<file path="src/rtl/mixer_pkg.sv">
// mixer_pkg: Q-format helpers, pass state encoding and accumulator sizing for mixer_nch.
package mixer_pkg;
   typedef enum logic [1:0] {IDLE, MAC, OUT} state_t;
   function automatic int q_frac(input int bitsize);
      return bitsize - 2;
   endfunction
   function automatic int gain_one(input int bitsize);
      return 1 << q_frac(bitsize);
   endfunction
   function automatic int acc_width(input int bitsize, input int guard);
      return 2 * bitsize + guard;
   endfunction
endpackage

</file>
<file path="src/rtl/sat_shift.sv">
// sat_shift: drops the Q fraction bits of the accumulator (floor) and clamps to the sample range.
module sat_shift #(
   parameter int W  = 16,
   parameter int AW = 35,
   parameter int SH = 14
) (
   input  logic signed [AW-1:0] acc,
   output logic signed [W-1:0]  y,
   output logic                 clip
);
   localparam logic signed [AW-1:0] MAX = {{(AW-W+1){1'b0}}, {(W-1){1'b1}}};
   localparam logic signed [AW-1:0] MIN = {{(AW-W+1){1'b1}}, {(W-1){1'b0}}};
   logic signed [AW-1:0] r;
   assign r    = acc >>> SH;
   assign clip = (r > MAX) || (r < MIN);
   assign y    = r > MAX ? MAX[W-1:0] : r < MIN ? MIN[W-1:0] : r[W-1:0];
endmodule

</file>
<file path="src/rtl/mixer_nch.sv">
// mixer_nch: N-channel gain mixer, one shared multiplier stepping one channel per bclk after each lrclk rising edge.
module mixer_nch
   import mixer_pkg::*;
#(
   parameter int BITSIZE = 16,
   parameter int NCH     = 4,
   parameter int GUARD   = $clog2(NCH) + 1
) (
   input  logic                      bclk,
   input  logic                      resetn,
   input  logic                      lrclk,
   input  logic [NCH*BITSIZE-1:0]    in_bus,
   input  logic [NCH*BITSIZE-1:0]    gain_bus,
   output logic signed [BITSIZE-1:0] out,
   output logic                      out_valid,
   output logic                      clip,
   output logic                      frame_err
);
   localparam int AW = acc_width(BITSIZE, GUARD);
   localparam int IW = NCH > 1 ? $clog2(NCH) : 1;
   localparam logic [IW-1:0] LAST = IW'(NCH - 1);

   state_t                     state;
   logic                       lrclk_d;
   logic [IW-1:0]              idx;
   logic [NCH*BITSIZE-1:0]     snap_in, snap_gain;
   logic signed [AW-1:0]       acc;
   logic signed [BITSIZE-1:0]  cur_in, cur_gain, sat_out;
   logic signed [2*BITSIZE-1:0] prod;
   logic                       sat_clip, frame_edge;

   assign frame_edge = lrclk & ~lrclk_d;
   assign cur_in     = snap_in[idx*BITSIZE +: BITSIZE];
   assign cur_gain   = snap_gain[idx*BITSIZE +: BITSIZE];
   assign prod       = cur_in * cur_gain;

   sat_shift #(.W(BITSIZE), .AW(AW), .SH(q_frac(BITSIZE))) u_sat (
      .acc  (acc),
      .y    (sat_out),
      .clip (sat_clip)
   );

   // A frame edge always wins: it restarts the pass from a fresh snapshot, flagging any pass it cuts short.
   always_ff @(posedge bclk or negedge resetn) begin
      if (!resetn) begin
         state     <= IDLE;
         lrclk_d   <= 1'b0;
         idx       <= '0;
         acc       <= '0;
         snap_in   <= '0;
         snap_gain <= '0;
         out       <= '0;
         out_valid <= 1'b0;
         clip      <= 1'b0;
         frame_err <= 1'b0;
      end else begin
         lrclk_d   <= lrclk;
         out_valid <= 1'b0;
         clip      <= 1'b0;
         frame_err <= 1'b0;
         if (frame_edge) begin
            snap_in   <= in_bus;
            snap_gain <= gain_bus;
            acc       <= '0;
            idx       <= '0;
            state     <= MAC;
            frame_err <= state != IDLE;
         end else if (state == MAC) begin
            acc <= acc + AW'(prod);
            idx <= idx + 1'b1;
            if (idx == LAST) state <= OUT;
         end else if (state == OUT) begin
            out       <= sat_out;
            clip      <= sat_clip;
            out_valid <= 1'b1;
            state     <= IDLE;
         end
      end
   end
endmodule

</file>
<file path="config.mk">
export PLATFORM = sky130hd
export DESIGN_NAME = mixer_nch
export DESIGN_NICKNAME = d
export VERILOG_FILES = /design/src/rtl/mixer_pkg.sv /design/src/rtl/sat_shift.sv /design/src/rtl/mixer_nch.sv
export SDC_FILE = /design/constraint.sdc
export NUM_CORES = 1
export LEC_CHECK = 0
export ABC_AREA = 0
export CAP_MARGIN = 20
export CORE_MARGIN = 4
export CORE_UTILIZATION = 60
export DETAILED_ROUTE_END_ITERATION = 8
export PLACE_DENSITY_LB_ADDON = 0.15
export SKIP_CTS_REPAIR_TIMING = 1
export SLEW_MARGIN = 20
export SYNTH_ARGS = -nofsm -noshare
export SYNTH_HDL_FRONTEND = slang
export SYNTH_SLANG_ARGS = --single-unit
</file>
<file path="constraint.sdc">
create_clock -name bclk -period 16.4 [get_ports bclk]
set_input_delay 3.28 -clock bclk [delete_from_list [all_inputs] [get_ports bclk]]
set_output_delay 3.28 -clock bclk [all_outputs]
set_load 0.02 [all_outputs]
</file>
==> impl_metrics.py, run 1 <==
metrics = {
    "worst_setup_path": {
        "r2r_start": "idx[0]",
        "cp_max_fo": 36,
        "rr_endpoint": "acc[31]",
        "rrSetupSlack_ns": 7.99,
        "worst_ep_required_time_ns": 16.73,
        "critical_path_class": "flop to flop",
        "path_common_cell": "fa_1",
        "cp_slowest_cell": "fa_1",
        "cp_slowest_stage_delay_ns": 0.91,
        "arrival_ns": 8.74,
        "path_cells": "buf_4 > mux2_2 > o21a_1 > nand2_1 > inv_1 > fa_1 > fa_1 > fa_1 > fa_1 > fa_1 > inv_1 > fa_1 > inv_1 > ha_1 > and2_1 > nand3_1 > or4_1 > a21oi_2 > o211ai_1 > a21oi_2 > xnor2_1 > o21ai_1",
        "ff2ff_path_depth": 22,
        "cp.buffers_inverters": 4,
        "end_kind": "flop",
        "critical-path-top-delay-family": "adder cells",
        "cp-start-kind": "flop",
    },
    "sta": {
        "tightest_slew_ns": 1.11,
        "drv_slew": 0,
        "setup_tns_ns": 0,
        "finalHoldViolations": 0,
        "max_freq_ghz": 0.119,
        "period_minus_slack_ns": 8.41,
        "finalSetupViolations": 0,
        "post-route-period-util_pct": 51.3,
        "rsz0062_at_grt": "false",
        "finalClockSkew_ns": 0.0207,
        "max_slew_margin_pct": 25.9,
    },
    "min_path": {
        "holdPathEnd": "snap_gain[14]",
        "min-delay-start": "snap_gain[14]",
        "holdPathStages": 2,
        "hold_path_class": "flop to flop",
    },
    "routing": {
        "num_vias": 14800,
        "ant_nets": 0,
        "drt-pass1-iter-count": 7,
        "drt-initial-drc-count": 1117,
        "wl_um": 49000,
        "avgRoutedWirePerCell_um": 18.5,
        "avgViaCountPerCell": 5.57,
        "drc": 0,
    },
    "grt": {
        "grt.overflow.total": 0,
        "grt_max_degree": 97,
        "globalRouteMet3Util_pct": 5.81,
        "grt_antenna_before_repair": 0,
        "busiest_layer": "met2",
        "grtUsageTotal_pct": 29.1,
        "use_met1_pct": 38.3,
        "first_global_vias": 15800,
        "use_met2_pct": 49.8,
        "grt_pass1_wl_um": 81100,
    },
    "clock_tree": {
        "htreeDepth": 4,
        "numCtsBuffers": 17,
        "cts.clk_slew.worst_paths_ns": 0.08,
        "cts_root_buffer": "clkbuf_16",
        "clock_sinks": 187,
        "clk_path_buf_depth": 2,
        "cts_tree": "done",
        "insertion_delay_ns": 0.47,
    },
    "logic_synthesis": {
        "synth_area_leaders": "fa_1 (32%), dfrtp_1 (24%), nand2_1 (11%)",
        "synth_top_area_share_pct": 32.1,
        "syn_inst": 2133,
        "ys_seq_area_share_pct": 24.2,
        "synth-edff-count": 0,
        "synthFlopType": "dfrtp_1",
        "ys_warn_count": 0,
        "syn_nets": 2679,
        "synth_area_um2": 19400,
        "yosys.area.top_type": "fa_1",
        "ys_seq_elements": 187,
        "avgSynthCellArea_um2": 9.08,
        "synth-async-reset-ratio_pct": 100,
        "synthDistinctLibCells": 55,
    },
    "floorplan": {
        "chipWidth_um": 188,
        "boundaryPins": 150,
        "core_um2": 31700,
        "die_h_um": 188,
        "initial_core_util_pct": 61.0,
        "die_area_um2": 35200,
        "fp-row-count": 65,
    },
    "job": {
        "maxCapViolations": 0,
    },
    "place": {
        "gp_congestion": 0.976,
        "port_buffers": 149,
        "dp.final_hpwl_um": 38000,
    },
    "cells_and_area": {
        "drive_above_1_share_pct": 4.67,
        "nets": 2781,
        "area_growth_pct": 12.7,
        "antenna_cells": 0,
    },
    "status": {
        "status": "complete, no violations",
    },
}
how the worst max path moves through the flow:
| stage | start | endpoint | slack, ns | depth (start not counted) |
|---|---|---|---|---|
| after floorplan | idx[0] | acc[31] | 9.21 | 25 |
| after global placement | idx[0] | acc[31] | 8.25 | 22 |
| after detailed placement | idx[0] | acc[31] | 8.05 | 22 |
| after CTS | idx[0] | acc[31] | 8.01 | 22 |
| after global routing | idx[0] | acc[31] | 7.56 | 22 |
| final | idx[0] | acc[31] | 7.99 | 22 |
synth_stat cells, types with 8 or more instances:
| library cell | n |
|---|---|
| and2_1 | 19 |
| dfrtp_1 | 187 |
| xnor2_1 | 24 |
| fa_1 | 310 |
| a21oi_1 | 44 |
| mux2_2 | 24 |
| o21ai_1 | 24 |
| mux4_2 | 8 |
| nor3_1 | 12 |
| inv_1 | 369 |
| o21a_1 | 23 |
| nor2_1 | 124 |
| a21o_1 | 12 |
| a22o_1 | 10 |
| nor2b_1 | 12 |
| mux2i_1 | 25 |
| buf_2 | 11 |
| xor2_1 | 8 |
| nand2_1 | 580 |
| clkbuf_1 | 68 |
| o21ai_0 | 50 |
| nand2b_1 | 9 |
| ha_1 | 105 |
final cells by class:
type / count / area, µm²
clock buffers: 17 / 425
clock inverters: 15 / 189
multi-input cells: 1491 / 13000
repair buffers: 169 / 1650
inverters: 369 / 1390
well taps: 402 / 503
flip-flops and latches: 187 / 4680
fillers: 2468 / 9910
routing by layer:
layer	vias to the layer above	part of all wire (%)
met5	-	0
met4	0	3.1
met3	103	7.5
met2	537	50
met1	7434	40
li1	6681	-
layout by cell type (no fill, tap or decap), types with 24 or more instances in the layout:
master             n
ha_1             105
nor2_1           124
xnor2_1           24
a21oi_1           42
inv_1            369
fa_1             310
mux2i_1           25
mux2_2            24
clkdlybuf4s50_1  148
o21ai_0           50
dfrtp_1          185
nand2_1          580
flip-flops by register name, summed over array words and instances (netlist names):
| register | count |
|---|---|
| out | 16 |
| snap_gain | 64 |
| lrclk_d | 1 |
| idx | 2 |
| acc | 35 |
| clip | 1 |
| out_valid | 1 |
| state | 2 |
| frame_err | 1 |
| snap_in | 64 |
worst reg2reg max path, delay by kind of cell (launching register included):
| family | cells | cell delay, ns |
|---|---|---|
| AOI/OAI and AO/OA | 5 | 1.05 |
| DFF | 1 | 0.76 |
| xor gates and xnor gates | 1 | 0.14 |
| and+or+nand+nor | 4 | 1.13 |
| muxes | 1 | 0.44 |
| adders and majority gates | 7 | 3.95 |
| buffers and inverters | 4 | 0.82 |
cells by family (layout without fill, tap and decap cells):
| logic type | Yosys count | in the layout | synth area share (%) |
|---|---|---|---|
| fa+ha+maj | 415 | 415 | 38.8 |
| buf+inv | 455 | 570 | 8.91 |
| simple gates | 777 | 777 | 16.0 |
| flops | 187 | 187 | 24.2 |
| compound gates | 210 | 210 | 7.05 |
| xor+xnor | 32 | 32 | 1.45 |
| mux | 57 | 57 | 3.62 |
metrics by stage:
| stage | area, µm² | hold WS (ns) | worst slack [ns] | utilization [%] | instances |
|---|---|---|---|---|---|
| after detailed placement | 21200 | 0.459 | 8.05 | 66.8 | 2618 |
| after CTS | 21800 | 0.479 | 8.01 | 68.7 | 2650 |
| after global routing | 21800 | 0.493 | 7.56 | 68.8 | 2650 |
| final | 21800 | 0.476 | 7.99 | 68.8 | 2650 |
| after global placement | 21200 | 0.453 | 8.25 | 66.8 | 2618 |
| after floorplan | 19400 | 0.440 | 9.21 | - | 2133 |
Power of run 1 is not shown: default switching activity piles up to over one toggle a cycle in this logic, so the estimate is an artifact.
==> run 2: changes to the inputs <==
- clock period: 16.4 -> 8.75 ns (I/O delays scaled with it)
==> run 2 against run 1 <==
  * Final cell count stayed put
  * Highest routed layer unchanged
  * Worst hold slack worse by 0.00089 ns
  * Largest cell class unchanged
  * Critical endpoint is now acc[32]
  * Sequential share of layout area barely moved
  * Utilization decreased by 0.067 points
==> impl_metrics.py, run 2 (synthesis gave the netlist of run 1 again) <==
metrics = {
    "sta": {
        "holdWs_ns": 0.475,
        "setup_tns_ns": 0,
        "finalClockSkew_ns": 0.00948,
        "finalSetupViolations": 0,
        "rsz0062_at_grt": "false",
        "post-route-period-util_pct": 91.2,
        "max_freq_ghz": 0.125,
        "tightest_slew_ns": 1.07,
        "finalHoldViolations": 0,
        "drv_slew": 0,
        "max_slew_margin_pct": 28.0,
        "period_minus_slack_ns": 7.98,
    },
    "worst_setup_path": {
        "cp_slowest_stage_delay_ns": 0.83,
        "path_cells": "buf_4 > mux2_2 > o21ai_0 > nor2_1 > fa_1 > inv_1 > fa_1 > fa_1 > inv_1 > fa_1 > fa_1 > inv_1 > fa_1 > inv_1 > ha_1 > nand2_1 > o211ai_1 > o2111ai_1 > a32oi_1 > o2111ai_2 > a211oi_1 > nor3_1 > o31ai_1",
        "arrival_ns": 8.34,
        "cp.buffers_inverters": 5,
        "cp_max_fo": 21,
        "path_common_cell": "fa_1",
        "critical_path_class": "flop to flop",
        "critical-path-top-delay-family": "adder cells",
        "cp-start-kind": "flop",
        "worst_ep_required_time_ns": 9.11,
        "cp_slowest_cell": "o21ai_0",
        "end_kind": "flop",
    },
    "floorplan": {
        "boundaryPins": 150,
        "core_um2": 31700,
        "die_area_um2": 35200,
        "initial_core_util_pct": 61.0,
        "fp-row-count": 65,
        "die_h_um": 188,
        "chipWidth_um": 188,
    },
    "routing": {
        "drc": 0,
        "avgRoutedWirePerCell_um": 18.3,
        "ant_nets": 0,
        "drt-initial-drc-count": 1163,
        "drt-pass1-iter-count": 5,
        "wl_um": 48500,
        "num_vias": 14700,
        "avgViaCountPerCell": 5.55,
    },
    "clock_tree": {
        "cts.clk_slew.worst_paths_ns": 0.08,
        "cts_tree": "done",
        "htreeDepth": 4,
        "clk_path_buf_depth": 2,
        "numCtsBuffers": 17,
        "insertion_delay_ns": 0.46,
        "clock_sinks": 187,
        "cts_root_buffer": "clkbuf_16",
    },
    "cells_and_area": {
        "drive_above_1_share_pct": 4.63,
        "mostFrequentLayoutCell": "nand2_1",
        "area_growth_pct": 12.6,
        "reg_top3": "snap_gain (64), snap_in (64), acc (35)",
        "nets": 2781,
        "most-common-layout-cells": "nand2_1 (580), inv_1 (369), fa_1 (310), dfrtp_1 (185), clkdlybuf4s50_1 (148)",
        "fin_area_um2": 21800,
        "antenna_cells": 0,
    },
    "place": {
        "port_buffers": 149,
        "place_area_um2": 21200,
        "gp_congestion": 0.958,
        "dp.final_hpwl_um": 38000,
    },
    "grt": {
        "grtUsageTotal_pct": 29.1,
        "first_global_vias": 15800,
        "grt_pass1_wl_um": 81000,
        "grt.overflow.total": 0,
        "grt_max_degree": 105,
        "grt_antenna_before_repair": 1,
    },
    "status": {
        "status": "complete, no violations",
    },
    "min_path": {
        "hold_path_class": "flop to flop",
    },
    "job": {
        "maxCapViolations": 0,
    },
}
==> run 2: through the flow <==
step,utilization (%),std cells,setup slack [ns]
final,68.7,2650,0.767
after global routing,68.7,2650,0.402
after CTS,68.7,2650,0.905
after detailed placement,66.8,2618,0.929
after global placement,66.8,2618,1.02
after floorplan,-,2133,1.56
==> run 2: metal layers <==
layer	GRT usage, %	part of all wire (%)	up-vias
li1	-	-	6683
met1	37.6	39	7353
met3	6.38	7.0	126
met2	48.4	49	540
met5	0	0	-
met4	11.9	4.5	0
==> run 2: worst paths after layout <==
kind | depth (start not counted) | endpoint | slack [ns] | start
setup / recovery | 23 | acc[32] | 0.77 | idx[0]
max in group asynchronous | 2 | idx[0] | 6.09 | resetn
hold / removal | 2 | snap_gain[27] | 0.47 | snap_gain[27]
hold reg to reg | 2 | snap_gain[27] | 0.47 | snap_gain[27]
min in group asynchronous | 1 | snap_in[25] | 1.39 | resetn
setup reg to reg | 23 | acc[32] | 0.77 | idx[0]
==> run 2: layout make-up <==
cell class              instances  area (µm²)
inverters                     369        1390
clock buffers                  19         443
multi-input cells            1491       13000
repair buffers                169        1650
clock inverters                13         146
fillers                      2551        9930
well taps                     402         503
flip-flops and latches        187        4680
==> run 2: worst reg2reg max path, delay by kind of cell, from the launching register on <==
kind                       cells  cell delay (ns)
muxes                          1             0.41
adders and majority gates      7             3.38
buffers and inverters          5             0.62
AOI/OAI and AO/OA              7             2.31
DFF                            1             0.74
and+or+nand+nor                3             0.44
Power of run 2 is left out for the same reason.
==> run 3: changes to the inputs <==
- CORE_MARGIN: 4 -> 8
==> run 3 against run 2 <==
  * Maximum frequency is 2.9% higher
  * Non-clock buffer count rose by 9
  * Design area up 0.51%
  * Critical path depth decreased by 2
  * First-iteration DRC count rose by 6.6%
  * Utilization is 0.52 points higher
  * Die area rose by 8.7%
  * Register-to-register slack better by 0.23 ns
  * Critical path type unchanged
  * Largest cell class unchanged
==> impl_metrics.py, run 3 (synthesis gave the netlist of run 1 again) <==
metrics = {
    "status": {
        "status": "complete, no violations",
    },
    "cells_and_area": {
        "mostFrequentLayoutCell": "nand2_1",
        "nets": 2790,
        "area_growth_pct": 13.1,
        "reg_top3": "snap_gain (64), snap_in (64), acc (35)",
        "fillers": 2468,
        "most-common-layout-cells": "nand2_1 (580), inv_1 (369), fa_1 (310), dfrtp_1 (185), clkdlybuf4s50_1 (148)",
        "drive_above_1_share_pct": 5.01,
    },
    "grt": {
        "first_global_vias": 16200,
        "grt_pass1_wl_um": 83100,
        "grt_max_degree": 112,
        "grt.overflow.total": 0,
        "grt_antenna_before_repair": 2,
        "grtUsageTotal_pct": 27.5,
    },
    "floorplan": {
        "boundaryPins": 150,
        "die_h_um": 196,
        "chipWidth_um": 196,
        "initial_core_util_pct": 61.2,
        "core_um2": 31600,
        "die_area_um2": 38300,
        "fp-row-count": 65,
    },
    "routing": {
        "avgRoutedWirePerCell_um": 18.8,
        "avgViaCountPerCell": 5.60,
        "num_vias": 14900,
        "ant_nets": 0,
        "wl_um": 50000,
        "drt-pass1-iter-count": 8,
        "drt-initial-drc-count": 1240,
        "drc": 0,
    },
    "min_path": {
        "hold_path_class": "flop to flop",
        "holdPathEnd": "snap_gain[32]",
        "min-delay-start": "snap_gain[32]",
        "holdPathStages": 2,
    },
    "sta": {
        "tightest_slew_ns": 1.04,
        "finalClockSkew_ns": 0.0135,
        "rsz0062_at_grt": "false",
        "max_slew_margin_pct": 30.8,
        "finalSetupViolations": 0,
        "finalHoldViolations": 0,
        "max_freq_ghz": 0.129,
        "setup_tns_ns": 0,
        "period_minus_slack_ns": 7.76,
        "drv_slew": 0,
        "post-route-period-util_pct": 88.6,
    },
    "clock_tree": {
        "cts.clk_slew.worst_paths_ns": 0.08,
        "clock_sinks": 187,
        "cts_tree": "done",
        "clk_path_buf_depth": 2,
        "numCtsBuffers": 17,
        "cts_root_buffer": "clkbuf_16",
        "htreeDepth": 4,
        "insertion_delay_ns": 0.46,
    },
    "worst_setup_path": {
        "path_cells": "mux2_2 > o21a_1 > nand2_1 > inv_1 > fa_1 > fa_1 > fa_1 > fa_1 > fa_1 > inv_1 > fa_1 > inv_1 > ha_1 > and2_1 > nand3_1 > or4_1 > a21oi_2 > o211ai_1 > a21oi_2 > xnor2_1 > o21ai_1",
        "end_kind": "flop",
        "rr_endpoint": "acc[31]",
        "r2r_start": "idx[0]",
        "worst_ep_required_time_ns": 9.08,
        "cp-start-kind": "flop",
        "ff2ff_path_depth": 21,
        "rrSetupSlack_ns": 0.99,
        "cp_slowest_stage_delay_ns": 0.91,
        "path_common_cell": "fa_1",
        "arrival_ns": 8.09,
        "critical_path_class": "flop to flop",
        "cp_max_fo": 21,
        "cp_slowest_cell": "fa_1",
    },
    "job": {
        "maxCapViolations": 0,
    },
    "place": {
        "dp.final_hpwl_um": 38700,
        "gp_congestion": 0.980,
        "port_buffers": 149,
    },
}
[run 3: per-layer routing]
layer  global-route usage, %  vias up  wire length [µm]
met5                       0        -                13
met4                    10.7        2              1900
met3                    5.19      138              3400
met2                    47.5      588             25100
met1                    33.8     7478             19500
li1                        -     6701                 -
[run 3: cell type report]
cell class,instances,area [µm²],share of cell area [%]
Sequential cell,187,4680,21.4
Clock buffer,19,453,2.07
Multi-Input combinational cell,1491,13000,59.3
Timing Repair Buffer,178,1730,7.88
Clock inverter,13,164,0.748
Tap cell,402,503,2.30
Inverter,369,1390,6.32
Antenna cell,1,2.50,0.0114
[run 3: worst max path at each step]
stage               slack (ns)   start  depth (start not counted)      end
global route              0.71  idx[0]                         21  acc[31]
finish                    0.99  idx[0]                         21  acc[31]
CTS                       0.96  idx[0]                         23  acc[27]
detailed placement         1.0  idx[0]                         23  acc[27]
floorplan                 1.56  idx[0]                         25  acc[31]
global placement          1.22  idx[0]                         23  acc[27]
[run 3: through the flow]
stage / instance area (µm²) / instances / hold slack (ns) / setup WS (ns) / util (%)
after floorplan: 19400 / 2133 / 0.440 / 1.56 / -
after global placement: 21300 / 2627 / 0.454 / 1.22 / 67.2
after detailed placement: 21300 / 2627 / 0.458 / 0.998 / 67.2
after CTS: 21900 / 2659 / 0.476 / 0.963 / 69.2
after global routing: 21900 / 2660 / 0.500 / 0.709 / 69.2
final: 21900 / 2660 / 0.476 / 0.994 / 69.2
[run 3: worst max-delay path, delay by kind of cell (launching register included)]
kind | cells | cell delay (ns)
AO/OA/AOI/OAI | 5 | 1.08
buffers and inverters | 3 | 0.19
AND/OR/NAND/NOR | 4 | 1.09
multiplexers | 1 | 0.42
flip-flops | 1 | 0.77
XOR/XNOR | 1 | 0.14
adder cells (fa/ha/maj) | 7 | 3.91
Power of run 3 is left out for the same reason.
